### src/rtl/sp_ram_req_pkg.sv
// Shared types and constants for the single-port RAM request controller.
package sp_ram_req_pkg;

  localparam int unsigned DATA_W = 32;
  localparam int unsigned BE_W   = DATA_W / 8;

  typedef enum logic [0:0] {
    INIT,
    RUN
  } ctrl_state_e;

  typedef struct packed {
    logic [DATA_W-1:0] data;
  } resp_t;

endpackage

### src/rtl/sp_ram_req_ctrl_if.sv
// Core-side req/gnt request and rvalid/rready response bundle of sp_ram_req_ctrl.
interface sp_ram_req_ctrl_if #(
  parameter int unsigned ADDR_WIDTH = 15,
  parameter int unsigned DATA_WIDTH = 32
);

  logic                    req;
  logic                    gnt;
  logic [ADDR_WIDTH-1:0]   addr;
  logic                    we;
  logic [DATA_WIDTH/8-1:0] be;
  logic [DATA_WIDTH-1:0]   wdata;
  logic                    rvalid;
  logic                    rready;
  logic [DATA_WIDTH-1:0]   rdata;

  modport master (
    output req, addr, we, be, wdata, rready,
    input  gnt, rvalid, rdata
  );

  modport slave (
    input  req, addr, we, be, wdata, rready,
    output gnt, rvalid, rdata
  );

endinterface

### src/rtl/sp_ram_resp_fifo.sv
// Circular response buffer; any DEPTH >= 2, head presented from registered storage.
module sp_ram_resp_fifo #(
  parameter int unsigned DEPTH = 3,
  parameter int unsigned WIDTH = 32,
  localparam int unsigned PtrW = $clog2(DEPTH),
  localparam int unsigned CntW = $clog2(DEPTH + 1)
) (
  input  logic             clk_i,
  input  logic             rst_ni,
  input  logic             push_i,
  input  logic [WIDTH-1:0] wdata_i,
  input  logic             pop_i,
  output logic [WIDTH-1:0] rdata_o,
  output logic             valid_o,
  output logic [CntW-1:0]  count_o
);

  logic [WIDTH-1:0] mem_q [DEPTH];
  logic [PtrW-1:0]  wptr_q, wptr_d;
  logic [PtrW-1:0]  rptr_q, rptr_d;
  logic [CntW-1:0]  count_q, count_d;
  logic             full, push_eff, pop_eff;

  assign full     = (count_q == CntW'(DEPTH));
  assign pop_eff  = pop_i & (count_q != '0);
  // A pop in the same cycle frees the slot, so push at full is fine then.
  assign push_eff = push_i & (~full | pop_eff);

  always_comb begin
    wptr_d  = wptr_q;
    rptr_d  = rptr_q;
    count_d = count_q + CntW'(push_eff) - CntW'(pop_eff);
    if (push_eff) begin
      wptr_d = (wptr_q == PtrW'(DEPTH - 1)) ? '0 : wptr_q + PtrW'(1);
    end
    if (pop_eff) begin
      rptr_d = (rptr_q == PtrW'(DEPTH - 1)) ? '0 : rptr_q + PtrW'(1);
    end
  end

  always_ff @(posedge clk_i or negedge rst_ni) begin
    if (!rst_ni) begin
      wptr_q  <= '0;
      rptr_q  <= '0;
      count_q <= '0;
      for (int i = 0; i < DEPTH; i++) begin
        mem_q[i] <= '0;
      end
    end else begin
      wptr_q  <= wptr_d;
      rptr_q  <= rptr_d;
      count_q <= count_d;
      if (push_eff) begin
        mem_q[wptr_q] <= wdata_i;
      end
    end
  end

  assign valid_o = (count_q != '0);
  assign rdata_o = valid_o ? mem_q[rptr_q] : '0;
  assign count_o = count_q;

`ifndef SYNTHESIS
  push_not_full_a : assert property (@(posedge clk_i) disable iff (!rst_ni)
    !(push_i && full && !pop_i));
`endif

endmodule

### src/rtl/sp_ram_req_ctrl.sv
// Core req/gnt to single-port RAM access controller with buffered in-order responses.
// Optional power-up RAM fill is enabled by defining MEM_INIT_EN.
module sp_ram_req_ctrl
  import sp_ram_req_pkg::*;
#(
  parameter int unsigned RAM_SIZE   = 32768,
  parameter int unsigned ADDR_WIDTH = $clog2(RAM_SIZE),
  parameter int unsigned DATA_WIDTH = 32,
  parameter int unsigned RESP_DEPTH = 3,
  parameter logic [31:0] INIT_VALUE = 32'h0000_0000
) (
  input  logic                  clk,
  input  logic                  rstn_i,
  sp_ram_req_ctrl_if.slave      core,
  output logic                  init_done_o,
  output logic                  ram_en_o,
  output logic [ADDR_WIDTH-1:0] ram_addr_o,
  output logic                  ram_we_o,
  output logic [BE_W-1:0]       ram_be_o,
  output logic [DATA_WIDTH-1:0] ram_wdata_o,
  input  logic [DATA_WIDTH-1:0] ram_rdata_i
);

  localparam int unsigned CntW = $clog2(RESP_DEPTH + 1);
  localparam int unsigned OccW = CntW + 1;

  ctrl_state_e           state;
  logic                  init_active;
  logic [ADDR_WIDTH-1:0] init_addr;

`ifdef MEM_INIT_EN
  ctrl_state_e             state_q, state_d;
  logic [ADDR_WIDTH-3:0]   init_idx_q, init_idx_d;

  always_ff @(posedge clk or negedge rstn_i) begin
    if (!rstn_i) begin
      state_q    <= INIT;
      init_idx_q <= '0;
    end else begin
      state_q    <= state_d;
      init_idx_q <= init_idx_d;
    end
  end

  always_comb begin
    state_d    = state_q;
    init_idx_d = init_idx_q;
    if (state_q == INIT) begin
      init_idx_d = init_idx_q + (ADDR_WIDTH - 2)'(1);
      if (init_idx_q == '1) begin
        state_d = RUN;
      end
    end
  end

  assign state       = state_q;
  // Gate with reset so the RAM sees no enable while the controller is held in reset.
  assign init_active = rstn_i & (state_q == INIT);
  assign init_addr   = {init_idx_q, 2'b00};
`else
  assign state       = RUN;
  assign init_active = 1'b0;
  assign init_addr   = '0;
`endif

  logic            pending_q;
  logic            we_q;
  logic [CntW-1:0] count;
  logic [OccW-1:0] occupancy;
  logic            gnt;
  logic            pop;
  resp_t           push_resp;
  resp_t           head_resp;
  logic            unused_addr;

  assign unused_addr = ^core.addr[1:0];

  // Reserve a FIFO slot for the access whose RAM data lands next cycle.
  assign occupancy = OccW'(count) + OccW'(pending_q);
  assign gnt       = core.req & (state == RUN) & (occupancy < OccW'(RESP_DEPTH));
  assign core.gnt  = gnt;

  always_ff @(posedge clk or negedge rstn_i) begin
    if (!rstn_i) begin
      pending_q <= 1'b0;
      we_q      <= 1'b0;
    end else begin
      pending_q <= gnt;
      we_q      <= gnt & core.we;
    end
  end

  assign push_resp.data = we_q ? '0 : ram_rdata_i;
  assign pop            = core.rvalid & core.rready;

  sp_ram_resp_fifo #(
    .DEPTH (RESP_DEPTH),
    .WIDTH ($bits(resp_t))
  ) u_resp_fifo (
    .clk_i   (clk),
    .rst_ni  (rstn_i),
    .push_i  (pending_q),
    .wdata_i (push_resp),
    .pop_i   (pop),
    .rdata_o (head_resp),
    .valid_o (core.rvalid),
    .count_o (count)
  );

  assign core.rdata  = head_resp.data;
  assign init_done_o = (state == RUN);

  always_comb begin
    ram_en_o    = 1'b0;
    ram_we_o    = 1'b0;
    ram_be_o    = '0;
    ram_addr_o  = '0;
    ram_wdata_o = '0;
    if (init_active) begin
      ram_en_o    = 1'b1;
      ram_we_o    = 1'b1;
      ram_be_o    = '1;
      ram_addr_o  = init_addr;
      ram_wdata_o = INIT_VALUE;
    end else if (gnt) begin
      ram_en_o    = 1'b1;
      ram_we_o    = core.we;
      ram_be_o    = core.be;
      ram_addr_o  = {core.addr[ADDR_WIDTH-1:2], 2'b00};
      ram_wdata_o = core.wdata;
    end
  end

endmodule
### src/flat_wrapper.sv
// flat-port wrapper written by rule: the top's interface ports become plain ports
module sp_ram_req_ctrl_flat import sp_ram_req_pkg::*;
#(
  parameter int unsigned RAM_SIZE   = 32768,
  parameter int unsigned ADDR_WIDTH = $clog2(RAM_SIZE),
  parameter int unsigned DATA_WIDTH = 32,
  parameter int unsigned RESP_DEPTH = 3,
  parameter logic [31:0] INIT_VALUE = 32'h0000_0000
)
  (clk, rstn_i, init_done_o, ram_en_o, ram_addr_o, ram_we_o, ram_be_o, ram_wdata_o, ram_rdata_i, core_req, core_addr, core_we, core_be, core_wdata, core_rready, core_gnt, core_rvalid, core_rdata);
  sp_ram_req_ctrl_if #(.ADDR_WIDTH(ADDR_WIDTH), .DATA_WIDTH(DATA_WIDTH)) core_i ();
  input  logic clk;
  input  logic rstn_i;
  output logic init_done_o;
  output logic ram_en_o;
  output logic [ADDR_WIDTH-1:0] ram_addr_o;
  output logic ram_we_o;
  output logic [BE_W-1:0] ram_be_o;
  output logic [DATA_WIDTH-1:0] ram_wdata_o;
  input  logic [DATA_WIDTH-1:0] ram_rdata_i;
  input wire logic [$bits(core_i.req)-1:0] core_req;
  input wire logic [$bits(core_i.addr)-1:0] core_addr;
  input wire logic [$bits(core_i.we)-1:0] core_we;
  input wire logic [$bits(core_i.be)-1:0] core_be;
  input wire logic [$bits(core_i.wdata)-1:0] core_wdata;
  input wire logic [$bits(core_i.rready)-1:0] core_rready;
  output wire logic [$bits(core_i.gnt)-1:0] core_gnt;
  output wire logic [$bits(core_i.rvalid)-1:0] core_rvalid;
  output wire logic [$bits(core_i.rdata)-1:0] core_rdata;
  assign core_i.req = core_req;
  assign core_i.addr = core_addr;
  assign core_i.we = core_we;
  assign core_i.be = core_be;
  assign core_i.wdata = core_wdata;
  assign core_i.rready = core_rready;
  assign core_gnt = core_i.gnt;
  assign core_rvalid = core_i.rvalid;
  assign core_rdata = core_i.rdata;
  sp_ram_req_ctrl #(.RAM_SIZE(RAM_SIZE), .ADDR_WIDTH(ADDR_WIDTH), .DATA_WIDTH(DATA_WIDTH), .RESP_DEPTH(RESP_DEPTH), .INIT_VALUE(INIT_VALUE)) u_core (.clk(clk), .rstn_i(rstn_i), .core(core_i), .init_done_o(init_done_o), .ram_en_o(ram_en_o), .ram_addr_o(ram_addr_o), .ram_we_o(ram_we_o), .ram_be_o(ram_be_o), .ram_wdata_o(ram_wdata_o), .ram_rdata_i(ram_rdata_i));
endmodule
### config.mk
export PLATFORM = sky130hd
export DESIGN_NAME = sp_ram_req_ctrl_flat
export DESIGN_NICKNAME = d
export VERILOG_FILES = /design/src/rtl/sp_ram_req_pkg.sv /design/src/rtl/sp_ram_req_ctrl_if.sv /design/src/rtl/sp_ram_resp_fifo.sv /design/src/rtl/sp_ram_req_ctrl.sv /design/src/flat_wrapper.sv
export SDC_FILE = /design/constraint.sdc
export NUM_CORES = 1
export LEC_CHECK = 0
export ABC_AREA = 1
export BUFFER_PORTS_ARGS = -buffer_cell sky130_fd_sc_hd__buf_2
export CAP_MARGIN = 20
export CELL_PAD_IN_SITES_DETAIL_PLACEMENT = 0
export CELL_PAD_IN_SITES_GLOBAL_PLACEMENT = 1
export CORE_MARGIN = 4
export CORE_UTILIZATION = 37
export CTS_BUF_LIST = sky130_fd_sc_hd__clkbuf_8
export CTS_CLUSTER_SIZE = 25
export DETAILED_ROUTE_END_ITERATION = 16
export GPL_TIMING_DRIVEN = 0
export PLACE_DENSITY = 0.79
export SLEW_MARGIN = 5
export SYNTH_ARGS = -nofsm -noshare
export SYNTH_HDL_FRONTEND = slang
export SYNTH_SLANG_ARGS = --single-unit
### constraint.sdc
create_clock -name clk -period 1.9 [get_ports clk]
set_input_delay 0.095 -clock clk [delete_from_list [all_inputs] [get_ports clk]]
set_output_delay 0.095 -clock clk [all_outputs]
set_load 0.01 [all_outputs]
==> out/results.txt, run 1 <==
Detailed Routing Iterations Pass 1 -> 5
Fillers -> 1635
synthesized area per cell -> 6.90 um2
post-route clock skew -> 0.0146 ns
H-tree depth -> 3
largest net degree at the start of global routing -> 80
Simple-Gate Fraction of Synth Area -> 41.7%
layout cell share with drive strength beyond 1 -> 27.5%
Critical Path Max Stage Delay -> 0.40 ns
Arr. time, crit path -> 1.79 ns
min cycle time layout -> 1.89 ns
Horiz. Die Dim -> 135 um
status -> complete, no violations
worst hold path type -> in2reg
Leakage -> 4.75 nW
Synth Warn # -> 0
multiplexer share of the synthesized area -> 0%
max-slew violations -> 0
clk root buf -> clkbuf_8
drt via density -> 4.91
CP cell instances -> ha_2 -> ha_4 -> nand2_4 -> nand2_8 -> clkbuf_8 -> nor2_1 -> buf_2
Post-route DRC -> 0
clk_lat worst skew -> 0.40 ns
initial antenna violation count -> 0
Pwr Total -> 13.5 mW
XOR/XNOR share of the synthesized area -> 0.147%
Port Buffers -> 170
Clock Sinks -> 104
commonest cells after routing, fill and taps aside -> 269 x nand2_1, 183 x buf_2, 118 x inv_1
Peak VDD IR -> 0.759 mV
mapped cell area -> 5970 um2
post-route antenna net violation count -> 0
Tot GR Track Use -> 22.9%
dominant cell type by area after synthesis -> dfrtp_1
Slew @ Worst Pin -> 0.646 ns
RSZ-0062 raised after global routing -> yes
DIE AREA -> 18200 um2
commonest non-fill, non-tap cell in the layout -> nand2_1
Area Overhead vs Synth -> 32.5%
final period utilization -> 99.5%
clock buffer depth -> 2
area share of the largest cell type after synthesis -> 43.6%
DRT iter0 DRCs -> 535
Critical Path RT -> 1.80 ns
Clock Pin Slew Worst Setup and Hold Paths -> 0.11 ns
synthesized instance count -> 865
vias in the first global route -> 6172
Vias -> 6301
Worst Slack Setup Final -> 0.0102 ns
CP Buf/Inv Count -> 2
core area -> 15800 um2
total gr overflow -> 0
Compound-Gate Fraction of Synth Area -> 0.0838%
Reg area -> 2600 um2
count of cell types in the netlist -> 19
Placer Congestion -> 0.805
CP max stage cell -> dfrtp_1
clock buffer count from CTS -> 9
Max Cap Viol -> 0
Initial Util -> 37.7%
Ant. Diodes -> 0
Final #Nets -> 1154
# rows -> 46
drt wl/cell -> 16.1 um
area share of fa/ha/maj cells after synthesis -> 0.838%
pre-CTS WS -> -0.134 ns
final setup vio count -> 0
element type at the critical path end -> output port
CTS tree -> done
main combinational cell family by area after synthesis -> simple AND/OR/NAND/NOR gates
Yosys reg bits -> 104
Pwr Density -> 1710 nW/um2
DIE HEIGHT -> 135 um
io pins -> 176
WL final -> 20600 um
top post-synthesis cells by area -> dfrtp_1 44%, nand2_1 17%, nand4_1 10%
Hold Fails Final Rpt -> 0
f_max -> 529 MHz
post-synthesis sequential area ratio -> 43.6%
Max FO, Critical Path -> 8
area of the multi-input gates -> 2730 um2
CP startpoint kind -> flop
first-pass GRT wire length -> 32800 um
TNS Setup -> 0 ns
CP delay by family, top -> adder cells
relative slew slack -> 56.9%
Detailed Place HPWL -> 14000 um
Crit Path Class -> reg2out
kinds of logic (layout without fill, tap and decap cells):
logic type	Yosys count	in the layout
other cells	2	3
buf+inv	197	397
compound gates	1	1
fa+ha+maj	4	4
xor+xnor	1	1
flops	104	104
simple gates	556	556
sequential cells by signal, summed over array words and instances, names as in the netlist:
name and cells:
u_core.u_resp_fifo.mem_q 96, u_core.u_resp_fifo.count_o 2, u_core.u_resp_fifo.rptr_q 2, u_core.u_resp_fifo.wptr_q 2, u_core.pending_q 1, u_core.we_q 1
metal layers:
metal	wire length, um	vias up	share of wire [%]	track usage [%]
met1	9060	2900	44	31.7
met3	1390	28	6.8	4.96
met2	9820	258	48	37.0
met5	0	-	0	0
li1	-	3115	-	-
met4	325	0	1.6	4.87
cell usage after synthesis:
master,number
xnor2_1,1
dfrtp_1,104
conb_1,2
o21ai_1,1
inv_2,6
buf_4,4
clkbuf_1,22
nor2_4,2
buf_1,4
nand3_1,97
nand3_2,3
inv_1,119
nand2_1,272
ha_1,4
nor2_1,83
or2_1,1
nor2_2,2
buf_2,42
nand4_1,96
worst reg2reg max path: cells and delay by family, from the launching register on:
| family | cells | cell delay, ns |
|---|---|---|
| AND/OR/NAND/NOR | 3 | 0.22 |
| buffers and inverters | 5 | 0.59 |
| adder cells (fa/ha/maj) | 2 | 0.46 |
| flip-flops | 1 | 0.37 |
stage by stage:
step | instances | hold slack, ns | utilization, % | cell area, um2
CTS | 1273 | 0.0307 | 47.4 | 7500
floorplan | 866 | -0.201 | - | 5970
finish | 1282 | 0.0438 | 50.0 | 7910
global placement | 1252 | 0.317 | 44.8 | 7100
global route | 1282 | 0.0448 | 50.0 | 7910
detailed placement | 1253 | -0.0279 | 45.0 | 7130
power by group:
| part | internal, mW | switching (mW) |
|---|---|---|
| sequential | 3.22 | 0.568 |
| clock | 0.677 | 0.806 |
| combinational | 3.15 | 5.11 |
timing repair:
item / in CTS / in global routing
cloned: 1 / 4
buffers inserted: 3 / 6
resized for setup: 38 / 95
pin swaps: 4 / 3
hold buffers: 2 / 1
setup endpoints to repair: 82 / 85
endpoints found under the hold margin: 105 / 1
area by class of cell:
class	instances	area share [%]
clock buffer	11	1.91
buffer	69	6.23
tap	216	3.42
sequential	104	32.9
inverter	125	5.96
clock inverter	4	0.680
timing repair buffer	188	14.4
multi-input combinational	565	34.5
path summary, 6_finish.rpt:
check | slack (ns) | startpoint | end | depth (start not counted)
max in group asynchronous | 1.11 | rstn_i | u_core.u_resp_fifo.mem_q[54]$_DFFE_PN0P_ | 3
hold / removal | 0.04 | ram_rdata_i[22] | u_core.u_resp_fifo.mem_q[86]$_DFFE_PN0P_ | 5
setup / recovery | 0.01 | u_core.pending_q$_DFF_PN0_ | ram_addr_o[7] | 7
setup reg to reg | 0.15 | u_core.pending_q$_DFF_PN0_ | u_core.u_resp_fifo.count_o[1]$_DFF_PN0_ | 10
min in group asynchronous | 0.13 | rstn_i | u_core.u_resp_fifo.mem_q[43]$_DFFE_PN0P_ | 2
hold reg to reg | 0.48 | u_core.u_resp_fifo.mem_q[71]$_DFFE_PN0P_ | u_core.u_resp_fifo.mem_q[71]$_DFFE_PN0P_ | 2
Power figures use the tool's default switching activity.
==> inputs of run 2 (changes only) <==
- CORE_UTILIZATION: 37 -> 38
- PLACE_DENSITY: 0.79 -> 0.8
- SYNTH_HIERARCHICAL: default -> 1
==> out/results.txt, run 2 <==
Final Non-Filler Cells -> 1298 (was 1282)
hold wc startpoint -> ram_rdata_i[21] (was ram_rdata_i[22])
Largest Register -> u_core/u_resp_fifo/mem_q (was u_core.u_resp_fifo.mem_q)
Peak VDD IR -> 0.860 mV (was 0.759 mV)
first-pass GRT wire length -> 34300 um (was 32800 um)
launch point of the worst path -> u_core/u_resp_fifo/count_o[0]$_DFF_PN0_ (was u_core.pending_q$_DFF_PN0_)
max-slew violations -> 0 (unchanged)
Placer Congestion -> 0.835 (was 0.805)
post-synthesis sequential area ratio -> 43.0% (was 43.6%)
drt wl/cell -> 16.9 um (was 16.1 um)
largest net degree at the start of global routing -> 94 (was 80)
Clock Sinks -> 104 (unchanged)
Slew @ Worst Pin -> 0.638 ns (was 0.646 ns)
commonest cells after routing, fill and taps aside -> 266 x nand2_1, 161 x buf_2, 115 x inv_1 (was 269 x nand2_1, 183 x buf_2, 118 x inv_1)
Top FF cell, synth -> dfrtp_1 (unchanged)
f_max -> 511 MHz (was 529 MHz)
WL final -> 21900 um (was 20600 um)
drt via density -> 5.00 (was 4.91)
Ant. Diodes -> 0 (unchanged)
Port Buffers -> 170 (unchanged)
CTS tree -> done (unchanged)
Tot GR Track Use -> 24.1% (was 22.9%)
Synth Warn # -> 6 (was 0)
top post-synthesis cells by count -> 271 x nand2_1, 120 x inv_1, 104 x dfrtp_1 (was 272 x nand2_1, 119 x inv_1, 104 x dfrtp_1)
Hold Fails Final Rpt -> 0 (unchanged)
Horiz. Die Dim -> 134 um (was 135 um)
vias in the first global route -> 6392 (was 6172)
area share of the largest cell type after synthesis -> 43.0% (was 43.6%)
status -> complete, but fails checks (was complete, no violations)
Detailed Routing Iterations Pass 1 -> 5 (unchanged)
clock buffer count from CTS -> 9 (unchanged)
H-tree depth -> 3 (unchanged)
total gr overflow -> 0 (unchanged)
FF-to-FF Start -> u_core/u_resp_fifo/count_o[0]$_DFF_PN0_ (was u_core.pending_q$_DFF_PN0_)
top post-synthesis cells by area -> dfrtp_1 43%, nand2_1 17%, nand4_1 9.9% (was dfrtp_1 44%, nand2_1 17%, nand4_1 10%)
final period utilization -> 103% (was 99.5%)
CP startpoint kind -> flop (unchanged)
Initial Util -> 39.4% (was 37.7%)
# rows -> 45 (was 46)
synthesized area per cell -> 6.99 um2 (was 6.90 um2)
clk root buf -> clkbuf_8 (unchanged)
Inst Count DP -> 1249 (was 1253)
Final #Nets -> 1174 (was 1154)
Clock Pin Slew Worst Setup and Hold Paths -> 0.10 ns (was 0.11 ns)
Max FO, Critical Path -> 6 (was 8)
layout cell share with drive strength beyond 1 -> 32.0% (was 27.5%)
worst hold path type -> in2reg (unchanged)
initial antenna violation count -> 0 (unchanged)
mapped cell area -> 6050 um2 (was 5970 um2)
commonest non-fill, non-tap cell in the layout -> nand2_1 (unchanged)
post-route clock skew -> 0.00944 ns (was 0.0146 ns)
final setup vio count -> 27 (was 0)
cell with the most instances after synthesis -> nand2_1 (unchanged)
RSZ-0062 raised after global routing -> yes (unchanged)
count of cell types in the netlist -> 22 (was 19)
DIE AREA -> 18000 um2 (was 18200 um2)
Yosys reg bits -> 104 (unchanged)
DIE HEIGHT -> 134 um (was 135 um)
dominant cell type by area after synthesis -> dfrtp_1 (unchanged)
Worst Slack Setup Final -> -0.0575 ns (was 0.0102 ns)
Post-synth EDFFs -> 0 (unchanged)
Arr. time, crit path -> 1.86 ns (was 1.79 ns)
clock buffer depth -> 2 (unchanged)
Critical Path RT -> 1.80 ns (about the same)
Vias -> 6493 (was 6301)
failing checks -> setup timing
pre-CTS WS -> -0.307 ns (was -0.134 ns)
Crit Path Class -> reg2out (unchanged)
DRT iter0 DRCs -> 554 (was 535)
min cycle time layout -> 1.96 ns (was 1.89 ns)
Max Cap Viol -> 0 (unchanged)
element type at the critical path end -> output port (unchanged)
synthesized instance count -> 866 (was 865)
Post-route DRC -> 0 (unchanged)
Area Overhead vs Synth -> 38.3% (was 32.5%)
Leakage -> 4.95 nW (was 4.75 nW)
core area -> 15400 um2 (was 15800 um2)
relative slew slack -> 57.5% (was 56.9%)
ys async rst share -> 100% (unchanged)
io pins -> 176 (unchanged)
clk_lat worst skew -> 0.39 ns (was 0.40 ns)
Detailed Place HPWL -> 14700 um (was 14000 um)
post-route antenna net violation count -> 0 (unchanged)
Pwr Density -> 1710 nW/um2 (about the same)
number of flip-flops in the largest register -> 96 (unchanged)
[run 2: cell count changes in the layout (fill, tap and decap cells not counted), sizes merged]
cell,change
clkbuf,-3
dlygate4sd3,-1
inv,+4
nand3,+2
bufinv,+1
buf,+21
clkinvlp,-2
nor2,-1
[run 2: kinds of logic after synthesis]
group                    after synthesis  synth area share [%]
XOR/XNOR                               1                 0.145
adder cells (fa/ha/maj)                4                 0.827
AO/OA/AOI/OAI                          1                0.0827
other                                  2                 0.124
AND/OR/NAND/NOR                      556                  41.9
buffers and inverters                198                  13.9
flip-flops                           104                  43.0
[run 2: metal layers]
layer / part of all wire, % / global-route usage, %
met1: 43 / 32.1
met3: 7.0 / 3.45
met2: 48 / 40.7
met5: 0 / 0
met4: 2.2 / 7.81
[run 2: cell type report]
type,instances,area [um2]
Buffer,71,548
Clock buffer,10,138
Clock inverter,6,76.3
Fill cell,1558,7000
Inverter,126,480
Multi-Input combinational cell,566,2900
Sequential cell,104,2610
Tap cell,211,264
Timing Repair Buffer,204,1360
[run 2: final timing paths]
| check | end | slack, ns | depth (start not counted) |
|---|---|---|---|
| max in group asynchronous | u_core/u_resp_fifo/count_o[0]$_DFF_PN0_ | 1.12 | 3 |
| min reg2reg | u_core/u_resp_fifo/mem_q[10]$_DFFE_PN0P_ | 0.48 | 2 |
| min in group asynchronous | u_core/u_resp_fifo/mem_q[82]$_DFFE_PN0P_ | 0.08 | 2 |
| max reg2reg | u_core/u_resp_fifo/count_o[1]$_DFF_PN0_ | 0.01 | 14 |
| min | u_core/u_resp_fifo/mem_q[53]$_DFFE_PN0P_ | 0.05 | 5 |
| max | ram_en_o | -0.06 | 8 |
[run 2: worst max-delay path, stage by stage (launching register included)]
cell	delay, ns
dfrtp_2	0.44
ha_4	0.17
ha_4	0.26
nand2_4	0.06
nand3_4	0.15
buf_8	0.16
inv_6	0.04
buf_6	0.10
buf_6	0.11
[run 2: what timing repair did]
item / in CTS / in global routing
endpoints found under the setup margin: 175 / 182
pin swaps: 5 / 3
setup buffers: 13 / 12
hold buffers: 2 / 0
endpoints found under the hold margin: 105 / 0
resized for setup: 91 / 84
gates cloned: 6 / 1
[run 2: where the power goes]
| part | leakage, nW | internal (mW) | total, mW | switching, mW |
|---|---|---|---|---|
| logic | 3.51 | 3.56 | 8.98 | 5.43 |
| registers | 1.32 | 3.23 | 3.82 | 0.586 |
| clock network | 0.120 | 0.764 | 1.54 | 0.775 |
| total | 4.95 | 7.55 | 14.3 | 6.79 |
[run 2: metrics by stage]
step | total power [mW] | cell area [um2] | hold WS [ns] | util, % | setup TNS (ns)
2_1_floorplan | 8.39 | 6120 | -0.201 | - | -0.155
3_5_place_dp | 11.0 | 7270 | -0.0740 | 47.3 | -15.92
4_1_cts | 13.6 | 7960 | 0.0494 | 51.8 | -2.03
5_1_grt | 15.4 | 8370 | 0.0707 | 54.4 | -3.62
6_report | 14.3 | 8370 | 0.0507 | 54.4 | -0.381
3_3_place_gp | 11.0 | 7230 | 0.366 | 47.0 | -67.79
